<file path="src/rtl/abus_slave_regfile.sv">
// abus responder: NB_REGS registers at BASE_ADDR, programmable wait states, abort, flat register export.
// Optional macro ABUS_SLAVE_MID_FILTER_EN: writes allowed only from master ids set in WRITE_MID_MASK.
module abus_slave_regfile #(
   parameter int ADDR_WIDTH = 16,
   parameter int DATA_WIDTH = 16,
   parameter int BASE_ADDR = 0,
   parameter int NB_REGS = 8,
   parameter int WAIT_STATES = 1,
   parameter logic [7:0] WRITE_MID_MASK = 8'hFF,
   localparam int SW = $clog2(DATA_WIDTH + 1)
) (
   input  logic                          abus_clk,
   input  logic                          abus_rstb,
   input  logic [2:0]                    abus_smid,
   input  logic                          abus_sreq,
   input  logic                          abus_swrite,
   input  logic                          abus_sread,
   input  logic                          abus_sabort,
   input  logic [SW-1:0]                 abus_sstrb,
   input  logic [SW-1:0]                 abus_skeep,
   input  logic [ADDR_WIDTH-1:0]         abus_saddress,
   input  logic [DATA_WIDTH-1:0]         abus_swdata,
   output logic                          abus_sack,
   output logic [DATA_WIDTH-1:0]         abus_srdata,
   output logic                          busy,
   output logic [NB_REGS*DATA_WIDTH-1:0] reg_q
);
   localparam int OW = (NB_REGS > 1) ? $clog2(NB_REGS) : 1;
   localparam logic [ADDR_WIDTH:0] LO_ADDR = (ADDR_WIDTH + 1)'(BASE_ADDR);
   localparam logic [ADDR_WIDTH:0] NB_EXT = (ADDR_WIDTH + 1)'(NB_REGS);

   typedef enum logic [1:0] {ST_IDLE = 2'd0, ST_WAIT = 2'd1, ST_ACK = 2'd2} state_t;

   state_t                    state_q, state_d;
   logic [7:0]                cnt_q, cnt_d;
   logic [2:0]                mid_q;
   logic [OW-1:0]             off_q;
   logic [DATA_WIDTH-1:0]     wdata_q;
   logic [SW-1:0]             strb_q, keep_q;
   logic                      wr_q;
   logic                      sack_q, sack_d, busy_q;
   logic [DATA_WIDTH-1:0]     srdata_q, srdata_d;
   logic [NB_REGS*DATA_WIDTH-1:0] reg_d;

   logic [ADDR_WIDTH:0]       addr_diff_s;
   logic                      hit_s, idle_s, accept_s, commit_s;
   logic                      op_wr_s, mid_ok_s, wr_ok_s;
   logic [2:0]                op_mid_s;
   logic [OW-1:0]             op_off_s;
   logic [DATA_WIDTH-1:0]     op_wdata_s, cur_s, wmask_s;
   logic [SW-1:0]             op_strb_s, op_keep_s;

   // Mask of the n low bits; counts above DATA_WIDTH saturate to all ones.
   function automatic logic [DATA_WIDTH-1:0] low_mask(input logic [SW-1:0] n);
      logic [DATA_WIDTH-1:0] m;
      m = '0;
      for (int i = 0; i < DATA_WIDTH; i++) begin
         m[i] = (i < int'(n));
      end
      return m;
   endfunction

   // Wrap-around subtraction on one extra bit turns the range check into a single compare.
   assign addr_diff_s = {1'b0, abus_saddress} - LO_ADDR;
   assign hit_s       = (addr_diff_s < NB_EXT);
   assign idle_s      = (state_q == ST_IDLE);
   assign accept_s    = idle_s && abus_sreq && hit_s && !abus_sabort && (abus_sread || abus_swrite);

   // With zero wait states the commit happens on the accept edge, so live inputs are used then.
   assign op_wr_s    = idle_s ? (abus_swrite && !abus_sread) : wr_q;
   assign op_mid_s   = idle_s ? abus_smid : mid_q;
   assign op_off_s   = idle_s ? OW'(addr_diff_s) : off_q;
   assign op_wdata_s = idle_s ? abus_swdata : wdata_q;
   assign op_strb_s  = idle_s ? abus_sstrb : strb_q;
   assign op_keep_s  = idle_s ? abus_skeep : keep_q;

   assign mid_ok_s = WRITE_MID_MASK[op_mid_s];
`ifdef ABUS_SLAVE_MID_FILTER_EN
   assign wr_ok_s = mid_ok_s;
`else
   assign wr_ok_s = mid_ok_s | 1'b1;
`endif

   assign cur_s   = reg_q[int'(op_off_s) * DATA_WIDTH +: DATA_WIDTH];
   assign wmask_s = low_mask(op_strb_s);

   // Next-state logic; abort in WAIT takes priority over counter expiry.
   always_comb begin
      state_d  = state_q;
      cnt_d    = cnt_q;
      commit_s = 1'b0;
      case (state_q)
         ST_IDLE: begin
            if (accept_s) begin
               if (WAIT_STATES == 0) begin
                  state_d  = ST_ACK;
                  commit_s = 1'b1;
               end else begin
                  state_d = ST_WAIT;
                  cnt_d   = 8'(WAIT_STATES);
               end
            end else begin
               state_d = ST_IDLE;
            end
         end
         ST_WAIT: begin
            if (abus_sabort) begin
               state_d = ST_IDLE;
               cnt_d   = 8'd0;
            end else if (cnt_q == 8'd1) begin
               state_d  = ST_ACK;
               cnt_d    = 8'd0;
               commit_s = 1'b1;
            end else begin
               cnt_d = cnt_q - 8'd1;
            end
         end
         ST_ACK: begin
            state_d = ST_IDLE;
         end
         default: begin
            state_d = ST_IDLE;
            cnt_d   = 8'd0;
         end
      endcase
   end

   // Commit datapath: register update, ack and read data all take effect on the ACK entry edge.
   always_comb begin
      reg_d    = reg_q;
      sack_d   = 1'b0;
      srdata_d = '0;
      if (commit_s) begin
         sack_d = 1'b1;
         if (op_wr_s) begin
            if (wr_ok_s) begin
               reg_d[int'(op_off_s) * DATA_WIDTH +: DATA_WIDTH] = (cur_s & ~wmask_s) | (op_wdata_s & wmask_s);
            end else begin
               reg_d = reg_q;
            end
         end else begin
            srdata_d = cur_s & low_mask(op_keep_s);
         end
      end else begin
         sack_d = 1'b0;
      end
   end

   // State, outputs and latched request fields.
   always_ff @(posedge abus_clk or negedge abus_rstb) begin
      if (!abus_rstb) begin
         state_q  <= ST_IDLE;
         cnt_q    <= 8'd0;
         busy_q   <= 1'b0;
         sack_q   <= 1'b0;
         srdata_q <= '0;
         reg_q    <= '0;
         mid_q    <= 3'd0;
         off_q    <= '0;
         wdata_q  <= '0;
         strb_q   <= '0;
         keep_q   <= '0;
         wr_q     <= 1'b0;
      end else begin
         state_q  <= state_d;
         cnt_q    <= cnt_d;
         busy_q   <= (state_d != ST_IDLE);
         sack_q   <= sack_d;
         srdata_q <= srdata_d;
         reg_q    <= reg_d;
         if (accept_s) begin
            mid_q   <= abus_smid;
            off_q   <= OW'(addr_diff_s);
            wdata_q <= abus_swdata;
            strb_q  <= abus_sstrb;
            keep_q  <= abus_skeep;
            wr_q    <= abus_swrite && !abus_sread;
         end
      end
   end

   assign abus_sack   = sack_q;
   assign abus_srdata = srdata_q;
   assign busy        = busy_q;

endmodule

</file>
<file path="config.mk">
export PLATFORM = sky130hd
export DESIGN_NAME = abus_slave_regfile
export DESIGN_NICKNAME = d
export VERILOG_FILES = /design/src/rtl/abus_slave_regfile.sv
export SDC_FILE = /design/constraint.sdc
export NUM_CORES = 1
export LEC_CHECK = 0
export BUFFER_PORTS_ARGS = -buffer_cell sky130_fd_sc_hd__buf_2
export CORE_ASPECT_RATIO = 0.75
export CORE_MARGIN = 4
export CORE_UTILIZATION = 50
export DETAILED_ROUTE_END_ITERATION = 10
export GPL_TIMING_DRIVEN = 0
export PLACE_DENSITY = 0.82
export SLEW_MARGIN = 20
export SYNTH_ARGS = -nofsm -noshare
export SYNTH_HDL_FRONTEND = slang
export SYNTH_SLANG_ARGS = --single-unit
</file>
<file path="constraint.sdc">
create_clock -name abus_clk -period 10.5 [get_ports abus_clk]
set_input_delay 2.1 -clock abus_clk [delete_from_list [all_inputs] [get_ports abus_clk]]
set_output_delay 2.1 -clock abus_clk [all_outputs]
set_load 0.01 [all_outputs]
</file>
# --- Word-level counts from Yosys, hierarchy flattened ---
# Index checks and enable logic that the tools add are counted.
classes:
  addsub: 2
  magnitude_cmp: 33
  eq_ne: 4
  n_shift: 3
  n_mux: 20
  n_bitwise: 6
  n_reduce_logical: 12
ops:
  columns: ["cell", "n"]
  rows:
  - ["bitwise mux 128 bit", 1]
  - ["variable shift 16 x 33 -> 128 bit, first input constant", 1]
  - ["indexed part select 128 x 8 -> 16 bit", 1]
  - ["indexed part select 16 x 33 -> 128 bit", 1]
  - ["less-than comparator 4 x 5 -> 1 bit, first input constant", 16]
  - ["AND 16 bit", 3]
  - ["2-to-1 mux 16 bit", 3]
  - ["less-than comparator 3 x 5 -> 1 bit, first input constant", 8]
  - ["negation 7 -> 33 bit", 1]
  - ["2-to-1 mux 8 bit", 3]
  - ["one-hot mux 8 bit (3 select lines)", 1]
  - ["less-than comparator 1 x 5 -> 1 bit, first input constant", 4]
  - ["less-than comparator 2 x 5 -> 1 bit, first input constant", 4]
  - ["less-than comparator 16 x 4 -> 1 bit, second input constant", 1]
  - ["inverter 16 bit", 1]
  - ["OR 16 bit", 1]
  - ["2-to-1 mux 5 bit", 2]
  - ["== test 8 x 1 -> 1 bit, second input constant", 1]
  - ["subtractor 8 x 1 -> 8 bit, second input constant", 1]
  - ["2-to-1 mux 1 bit", 6]
  - ["logical AND 1 bit", 5]
  - ["2-to-1 mux 2 bit", 2]
  - ["one-hot mux 2 bit (2 select lines)", 1]
  - ["AND reduction 2 bit", 2]
  - ["9 further kinds", 10]
word_totals:
  ff_bits: 186
  out_inout_bits: 146
  elab_cells: 91

# --- Logic depth before layout (Yosys ltp) ---
# Gate-level depths: netlist of run 1.
depth:
  ltp_word: 8
  mapped_depth: 16
  depth_no_buf: 10

# --- Least setup slack after synthesis of run 1 ---
# No wires, ideal clock.
synth_path:
  path_type: "input-to-reg"
  from: "input port abus_saddress[0]"
  to: "register reg_q[106]"
  setup_ps: 134
  t_arrival_ps: 4445
  required_time_ps: 10366
  setup_slack_ps: 5921
  stages: 14
  path_cell_list: "or3b_1 buf_4 nand2_8 inv_2 ha_1 ha_1 or3_1 buf_2 nor3_2 nand2_1 buf_2 buf_1 nand2_1 o21ai_0"
synth_between:
  elab_chain_cells: 6
synth_lines:
  columns: ["item", "line", "rtl"]
  rows:
  - ["start: declaration", "21", "input logic [ADDR_WIDTH-1:0] abus_saddress,"]
  - ["2-to-1 mux 3 bit (*)", "72", "assign op_off_s = idle_s ? OW'(addr_diff_s) : off_q;"]
  - ["indexed part select 128 x 8 -> 16 bit", "84", "assign cur_s = reg_q[int'(op_off_s) * DATA_WIDTH +: DATA_WIDTH];"]
  - ["AND 16 bit", "137", "reg_d[int'(op_off_s) * DATA_WIDTH +: DATA_WIDTH] = (cur_s & ~wmask_s) | (op_wdata_s & wmask_s);"]
  - ["OR 16 bit", "137", null]
  - ["indexed part select 16 x 33 -> 128 bit", "137", null]
  - ["bitwise mux 128 bit (*)", "137", null]
  - ["end signal: assignment", "170", "reg_q <= reg_d;"]
  - ["end: declaration", "26", "output logic [NB_REGS*DATA_WIDTH-1:0] reg_q"]
# Mark *: on every way between the ends. The rest lies on a longest branch, timed or not.
# A chain may end at the register's enable or synchronous reset.

# --- Worst setup path after layout of run 1 ---
layout_path:
  from: "input port abus_saddress[0]"
  to: "register reg_q[104]"
# The elaborated chain is that of the path after synthesis.

==> impl_metrics.py, run 1 <==
metrics = {
    "status": {
        "status": "completed",
    },
    "synth": {
        "yosysSeqAreaShare_pct": 50.96,
        "synth_nets": 963,
        "synth_top_area_share_pct": 50.96,
        "yosys_warnings": 0,
        "synth_most_common_cell": "dfrtp_1",
        "synth_area_um2": 9134,
        "synth_ff_type": "dfrtp_1",
        "synth_cell_types": 64,
        "synth_common_cells": "dfrtp_1 (186), nand2_1 (167), o21ai_0 (97)",
        "synth_cells": 906,
        "synth_seq_cells": 186,
        "synth_area_leaders": "dfrtp_1 (51%), nand2_1 (6.9%), mux2_2 (5.4%)",
        "synth-edff-count": 0,
        "yosysTopAreaCell": "dfrtp_1",
        "async_flop_share_pct": 100.0,
        "syn_area_per_cell_um2": 10.08,
    },
    "clock_network": {
        "clk_pin_slew_ns": 0.07,
        "hold_buffers": 0,
        "cts_buffer_depth": 2,
        "clkSinkCount": 186,
        "clkLatencyLatePin_ns": 0.45,
        "htree_levels": 4,
        "clockRootBuffer": "clkbuf_16",
        "cts_buffers": 17,
        "cts_resized": 0,
        "cts_setup_buffers": 0,
        "cts_tree": "done",
    },
    "die": {
        "num_io_pins": 197,
        "die_area_um2": 20520,
        "die_w_um": 164.1,
        "die-height_um": 125.1,
        "row_count": 42,
        "core-area_um2": 17760,
        "start_util_pct": 51.42,
    },
    "critical_path": {
        "cp-start-kind": "input pin",
        "crit_slowest_cell": "or3_1",
        "cp.required_ns": 10.79,
        "r2r_cells": 15,
        "path_cells": "buf_2 -> or3b_1 -> buf_4 -> nand2_8 -> inv_2 -> ha_1 -> ha_1 -> or3_1 -> buf_2 -> nor3_2 -> nand2_1 -> buf_2 -> buf_1 -> nand2_1 -> o21ai_1",
        "critPathMaxFanout": 10,
        "setup.worst_path.end_class": "flop",
        "cp_common_cell": "buf_2",
        "worst-setup-path-type": "input pin to flop",
        "cpPeakStageDelay_ns": 0.39,
        "critPathArrivalTime_ns": 5.23,
    },
    "power": {
        "power_switching_uw": 386.1,
        "clkPwrFrac_pct": 44.9,
        "seq_power_share_pct": 47.2,
        "peakVddDrop_mv": 0.08773,
        "p_comb_share_pct": 8.0,
        "swShare_pct": 25.43,
        "power.density_nw_per_um2": 137.0,
        "internal-power_uw": 1132,
        "p_leak_uw": 0.005572,
    },
    "sta": {
        "period_minus_slack_ns": 4.939,
        "fin_setup_tns_ns": 0,
        "setup_viol_count_final": 0,
        "clock_skew_ns": 0.01072,
        "drv_slew": 0,
        "whs_ns": 0.5045,
        "rsz0062_at_grt": "false",
        "setup_ws_ns": 5.561,
        "relSlewSlack_pct": 31.44,
        "hold_violations": 0,
        "fmax_mhz": 202.5,
        "tightest_slew_ns": 1.022,
        "finalCritPeriodShare_pct": 47.04,
    },
    "place": {
        "preCtsSetupSlack_ns": 5.239,
        "io_buffers": 193,
        "finalWeightedCongestion": 0.9679,
        "dp_hpwl_um": 23990,
        "dpl-instance-area_um2": 10470,
    },
    "global_route": {
        "grt_pass1_wl_um": 50340,
        "grt-ovfl-total": 0,
        "grt_util_all_layers_pct": 32.51,
        "grt_pass1_vias": 8697,
        "antenna_found_initial": 2,
        "grt_max_degree": 101,
    },
    "detailed_routing": {
        "via_count": 8920,
        "wl_per_cell_um": 24.25,
        "detail-route-antenna-nets": 0,
        "routed_wl_um": 33400,
        "initialDrtViolationCount": 1299,
        "vias_per_cell": 6.478,
        "drcViolationCount": 0,
        "firstDrtPassIters": 6,
    },
    "cells_and_area": {
        "fillCellCount": 1524,
        "nets": 1177,
        "drive_gt1_share_pct": 28.07,
        "utilization_pct": 62.42,
        "area_growth_pct": 21.38,
        "design_area_um2": 11090,
    },
    "min_path": {
        "worst_hold_path.num_cells": 1,
        "hp-class": "flop to flop",
    },
    "run": {
        "drv_cap": 0,
    },
}
per-stage QoR:
| step | instances | total power [uW] |
|---|---|---|
| final | 1377 | 1518 |
| after global routing | 1377 | 1556 |
| after CTS | 1375 | 1513 |
| after detailed placement | 1343 | 846.8 |
| after global placement | 1341 | 842.0 |
| after floorplan | 906 | 789.9 |
layer usage:
layer / vias to the layer above / GRT usage [%] / share of wire, %
li1: 3750 / - / -
met1: 4326 / 45.65 / 38
met2: 755 / 46.13 / 43
met3: 89 / 12.43 / 16
met4: 0 / 11.64 / 3.2
met5: - / 0 / 0
cell type report:
class	count	area, um2	share of cell area, %
clock buffer	17	425.4	3.837
sequential	186	4654	41.98
inverter	9	33.78	0.3047
timing repair buffer	195	1031	9.299
buffer	51	254.0	2.291
antenna	2	5.005	0.04514
clock inverter	15	188.9	1.704
multi-input combinational	660	4192	37.81
tap	242	302.8	2.731
placed cells by master, fill, tap and decap left out, types with 5 or more instances in the layout:
cell type / count
buf_2: 205
dfrtp_1: 186
nand2_1: 167
o21ai_0: 96
o21ai_1: 50
a211oi_1: 49
mux2_2: 44
and3_1: 43
mux2i_1: 33
clkbuf_1: 28
a21oi_1: 27
nor2_1: 17
nor3_1: 17
clkbuf_16: 17
a2111o_1: 9
inv_1: 8
nor3b_1: 8
nand3_1: 6
nor4_1: 6
ha_1: 6
a2111oi_2: 5
inv_6: 5
kinds of logic after synthesis:
family                   synth area share, %
multiplexers                           9.658
adder cells (fa/ha/maj)               0.8219
AND/OR/NAND/NOR                        15.38
buffers and inverters                  3.151
flip-flops                             50.96
AO/OA/AOI/OAI                          20.03
worst paths after layout:
path	endpoint	slack, ns	start
hold reg to reg	cnt_q[7]$_DFFE_PN0P_	0.50	cnt_q[7]$_DFFE_PN0P_
max in group asynchronous	reg_q[13]$_DFFE_PN0P_	8.04	abus_rstb
min in group asynchronous	abus_srdata[4]$_DFF_PN0_	1.65	abus_rstb
hold / removal	cnt_q[7]$_DFFE_PN0P_	0.50	cnt_q[7]$_DFFE_PN0P_
setup / recovery	reg_q[104]$_DFFE_PN0P_	5.56	abus_saddress[0]
setup reg to reg	reg_q[104]$_DFFE_PN0P_	5.81	state_q[1]$_DFF_PN0_
registers in the layout, indices dropped and copies added (netlist names):
name	count
reg_q	128
abus_srdata	16
wdata_q	16
cnt_q	8
keep_q	5
strb_q	5
off_q	3
state_q	2
abus_sack	1
busy	1
wr_q	1
critical path: cells and delay by family:
family	cells	cell delay, ns
AND/OR/NAND/NOR	6	1.29
AO/OA/AOI/OAI	1	0.10
buffers and inverters	6	1.25
adder cells (fa/ha/maj)	2	0.47
power by group through the flow:
| stage | clock [uW] | combinational (uW) | sequential [uW] |
|---|---|---|---|
| floorplan | 0 | 59.5 | 730 |
| global placement | 0 | 112 | 730 |
| detailed placement | 0 | 117 | 730 |
| CTS | 680 | 118 | 716 |
| global route | 711 | 129 | 716 |
| finish | 681 | 121 | 716 |
(Power assumes the default switching activity.)
==> inputs of run 2 (changes only) <==
==> constraint.sdc (replaced) <==
create_clock -name abus_clk -period 4.55 [get_ports abus_clk]
set_input_delay 0.91 -clock abus_clk [delete_from_list [all_inputs] [get_ports abus_clk]]
set_output_delay 0.91 -clock abus_clk [all_outputs]
set_load 0.01 [all_outputs]
==> run 2 against run 1 <==
Effect of this change:
- hold slack got worse by 0.032 ns
- worst setup slack worse by 5.2 ns
- die area stayed put
- final cell count barely moved
- highest routed layer unchanged
==> impl_metrics.py, run 2 (same netlist as run 1, synthesis figures left out) <==
metrics = {
    "sta": {
        "finalCritPeriodShare_pct": 92.27,
        "setup_viol_count_final": 0,
        "drv_slew": 0,
        "period_minus_slack_ns": 4.198,
        "relSlewSlack_pct": 31.62,
        "rsz0062_at_grt": "false",
        "tightest_slew_ns": 1.020,
        "hold_violations": 0,
        "fmax_mhz": 238.2,
        "clock_skew_ns": 0.01049,
        "whs_ns": 0.4726,
    },
    "critical_path": {
        "cp-start-kind": "flop",
        "cp.required_ns": 4.90,
        "critPathArrivalTime_ns": 4.55,
        "worst-setup-path-type": "flop to flop",
        "setup.worst_path.end_class": "flop",
        "critPathMaxFanout": 19,
    },
    "clock_network": {
        "htree_levels": 4,
        "cts_buffers": 17,
        "clockRootBuffer": "clkbuf_16",
        "cts_tree": "done",
        "cts_buffer_depth": 2,
        "clkLatencyLatePin_ns": 0.45,
        "cts_resized": 0,
        "clkSinkCount": 186,
        "clk_pin_slew_ns": 0.07,
        "hold_buffers": 0,
        "cts_setup_buffers": 0,
    },
    "min_path": {
        "hp-class": "input pin to asynchronous set/reset pin",
    },
    "power": {
        "clkPwrFrac_pct": 44.9,
        "p_leak_uw": 0.005573,
        "finalPower_uw": 3509,
        "power_switching_uw": 896.3,
        "swShare_pct": 25.54,
        "internal-power_uw": 2613,
        "peakVddDrop_mv": 0.2027,
        "seq_power_share_pct": 47.1,
        "power.density_nw_per_um2": 316.6,
        "p_comb_share_pct": 8.0,
    },
    "die": {
        "start_util_pct": 51.42,
        "die-height_um": 125.1,
        "row_count": 42,
        "num_io_pins": 197,
        "core-area_um2": 17760,
        "die_area_um2": 20520,
        "die_w_um": 164.1,
    },
    "cells_and_area": {
        "fillCellCount": 1526,
        "final_cell_mix": "buf_2 (205), dfrtp_1 (186), nand2_1 (167)",
        "multiInputGateArea_um2": 4192,
        "area_growth_pct": 21.36,
        "layout_commonest_cell": "buf_2",
        "sequential_cell_area_um2": 4654,
        "drive_gt1_share_pct": 28.18,
        "nets": 1176,
        "largest_reg_flops": 128,
        "max_flop_register": "reg_q",
    },
    "detailed_routing": {
        "firstDrtPassIters": 6,
        "drcViolationCount": 0,
        "via_count": 8941,
        "initialDrtViolationCount": 1225,
        "detail-route-antenna-nets": 0,
        "routed_wl_um": 33590,
        "vias_per_cell": 6.498,
        "wl_per_cell_um": 24.41,
    },
    "global_route": {
        "grt-ovfl-total": 0,
        "grt_pass1_wl_um": 50340,
        "grt_max_degree": 101,
        "grt_util_all_layers_pct": 32.51,
        "antenna_found_initial": 2,
        "grt_pass1_vias": 8697,
    },
    "place": {
        "dp_hpwl_um": 23990,
        "finalWeightedCongestion": 0.9679,
        "io_buffers": 193,
    },
    "run": {
        "drv_cap": 0,
    },
    "status": {
        "status": "completed",
    },
}
run 2: cell types whose count changed in the layout (fill, tap and decap cells not counted):
cell / previous run / this run
buf_1: 3 / 1
clkbuf_2: 0 / 1
run 2: layout make-up:
| class | instances | share of cell area [%] |
|---|---|---|
| clock buffers | 17 | 3.838 |
| inverters | 9 | 0.3048 |
| flip-flops and latches | 186 | 41.99 |
| well taps | 242 | 2.732 |
| plain buffers | 50 | 2.269 |
| repair buffers | 195 | 9.301 |
| diodes | 2 | 0.04515 |
| clock inverters | 15 | 1.704 |
| multi-input cells | 660 | 37.81 |
run 2: path summary, 6_finish.rpt:
check                                           from                  endpoint  slack, ns  cells past startpoint
worst max-delay path            state_q[1]$_DFF_PN0_     reg_q[41]$_DFFE_PN0P_       0.35                     13
worst min-delay path                       abus_rstb  abus_srdata[4]$_DFF_PN0_       0.47                      2
worst max register to register  state_q[1]$_DFF_PN0_     reg_q[41]$_DFFE_PN0P_       0.35                     13
worst min register to register  cnt_q[7]$_DFFE_PN0P_      cnt_q[7]$_DFFE_PN0P_       0.51                      1
max in group asynchronous                  abus_rstb     reg_q[56]$_DFFE_PN0P_       3.27                      3
min in group abus_clk           cnt_q[7]$_DFFE_PN0P_      cnt_q[7]$_DFFE_PN0P_       0.51                      1
run 2: metrics by stage:
step	instance area (um2)	util, %	setup WS (ns)	TNS, ns	instances
2_1_floorplan	9134	-	1.130	0	906
3_3_place_gp	10400	58.57	-0.3740	-66.78	1341
3_5_place_dp	10470	58.93	0.1357	0	1343
4_1_cts	11080	62.39	0.05360	0	1375
5_1_grt	11080	62.40	0.1447	0	1376
6_report	11080	62.40	0.3517	0	1376
run 2: metal layers:
metal / global-route usage, % / vias up / wire length, um
met5: 0 / - / 0
met2: 46.13 / 761 / 14250
met3: 12.43 / 122 / 5212
li1: - / 3752 / -
met4: 11.64 / 0 / 1130
met1: 45.65 / 4306 / 13000
run 2: critical path, stage by stage (launching register included):
cell and delay, ns:
dfrtp_1 0.49, nor2_1 0.22, buf_2 0.29, buf_2 0.46
mux2i_1 0.39, ha_1 0.21, ha_1 0.28, or3_1 0.15
buf_2 0.29, nor3_2 0.09, nand2_1 0.19, clkbuf_1 0.78
nand2_1 0.13, o21ai_0 0.12
run 2: power by group through the flow:
| stage | registers (uW) | clock network (uW) | logic (uW) |
|---|---|---|---|
| floorplan | 1690 | 0 | 137 |
| global placement | 1690 | 0 | 258 |
| detailed placement | 1690 | 0 | 269 |
| CTS | 1650 | 1570 | 271 |
| global route | 1650 | 1640 | 297 |
| finish | 1650 | 1580 | 281 |
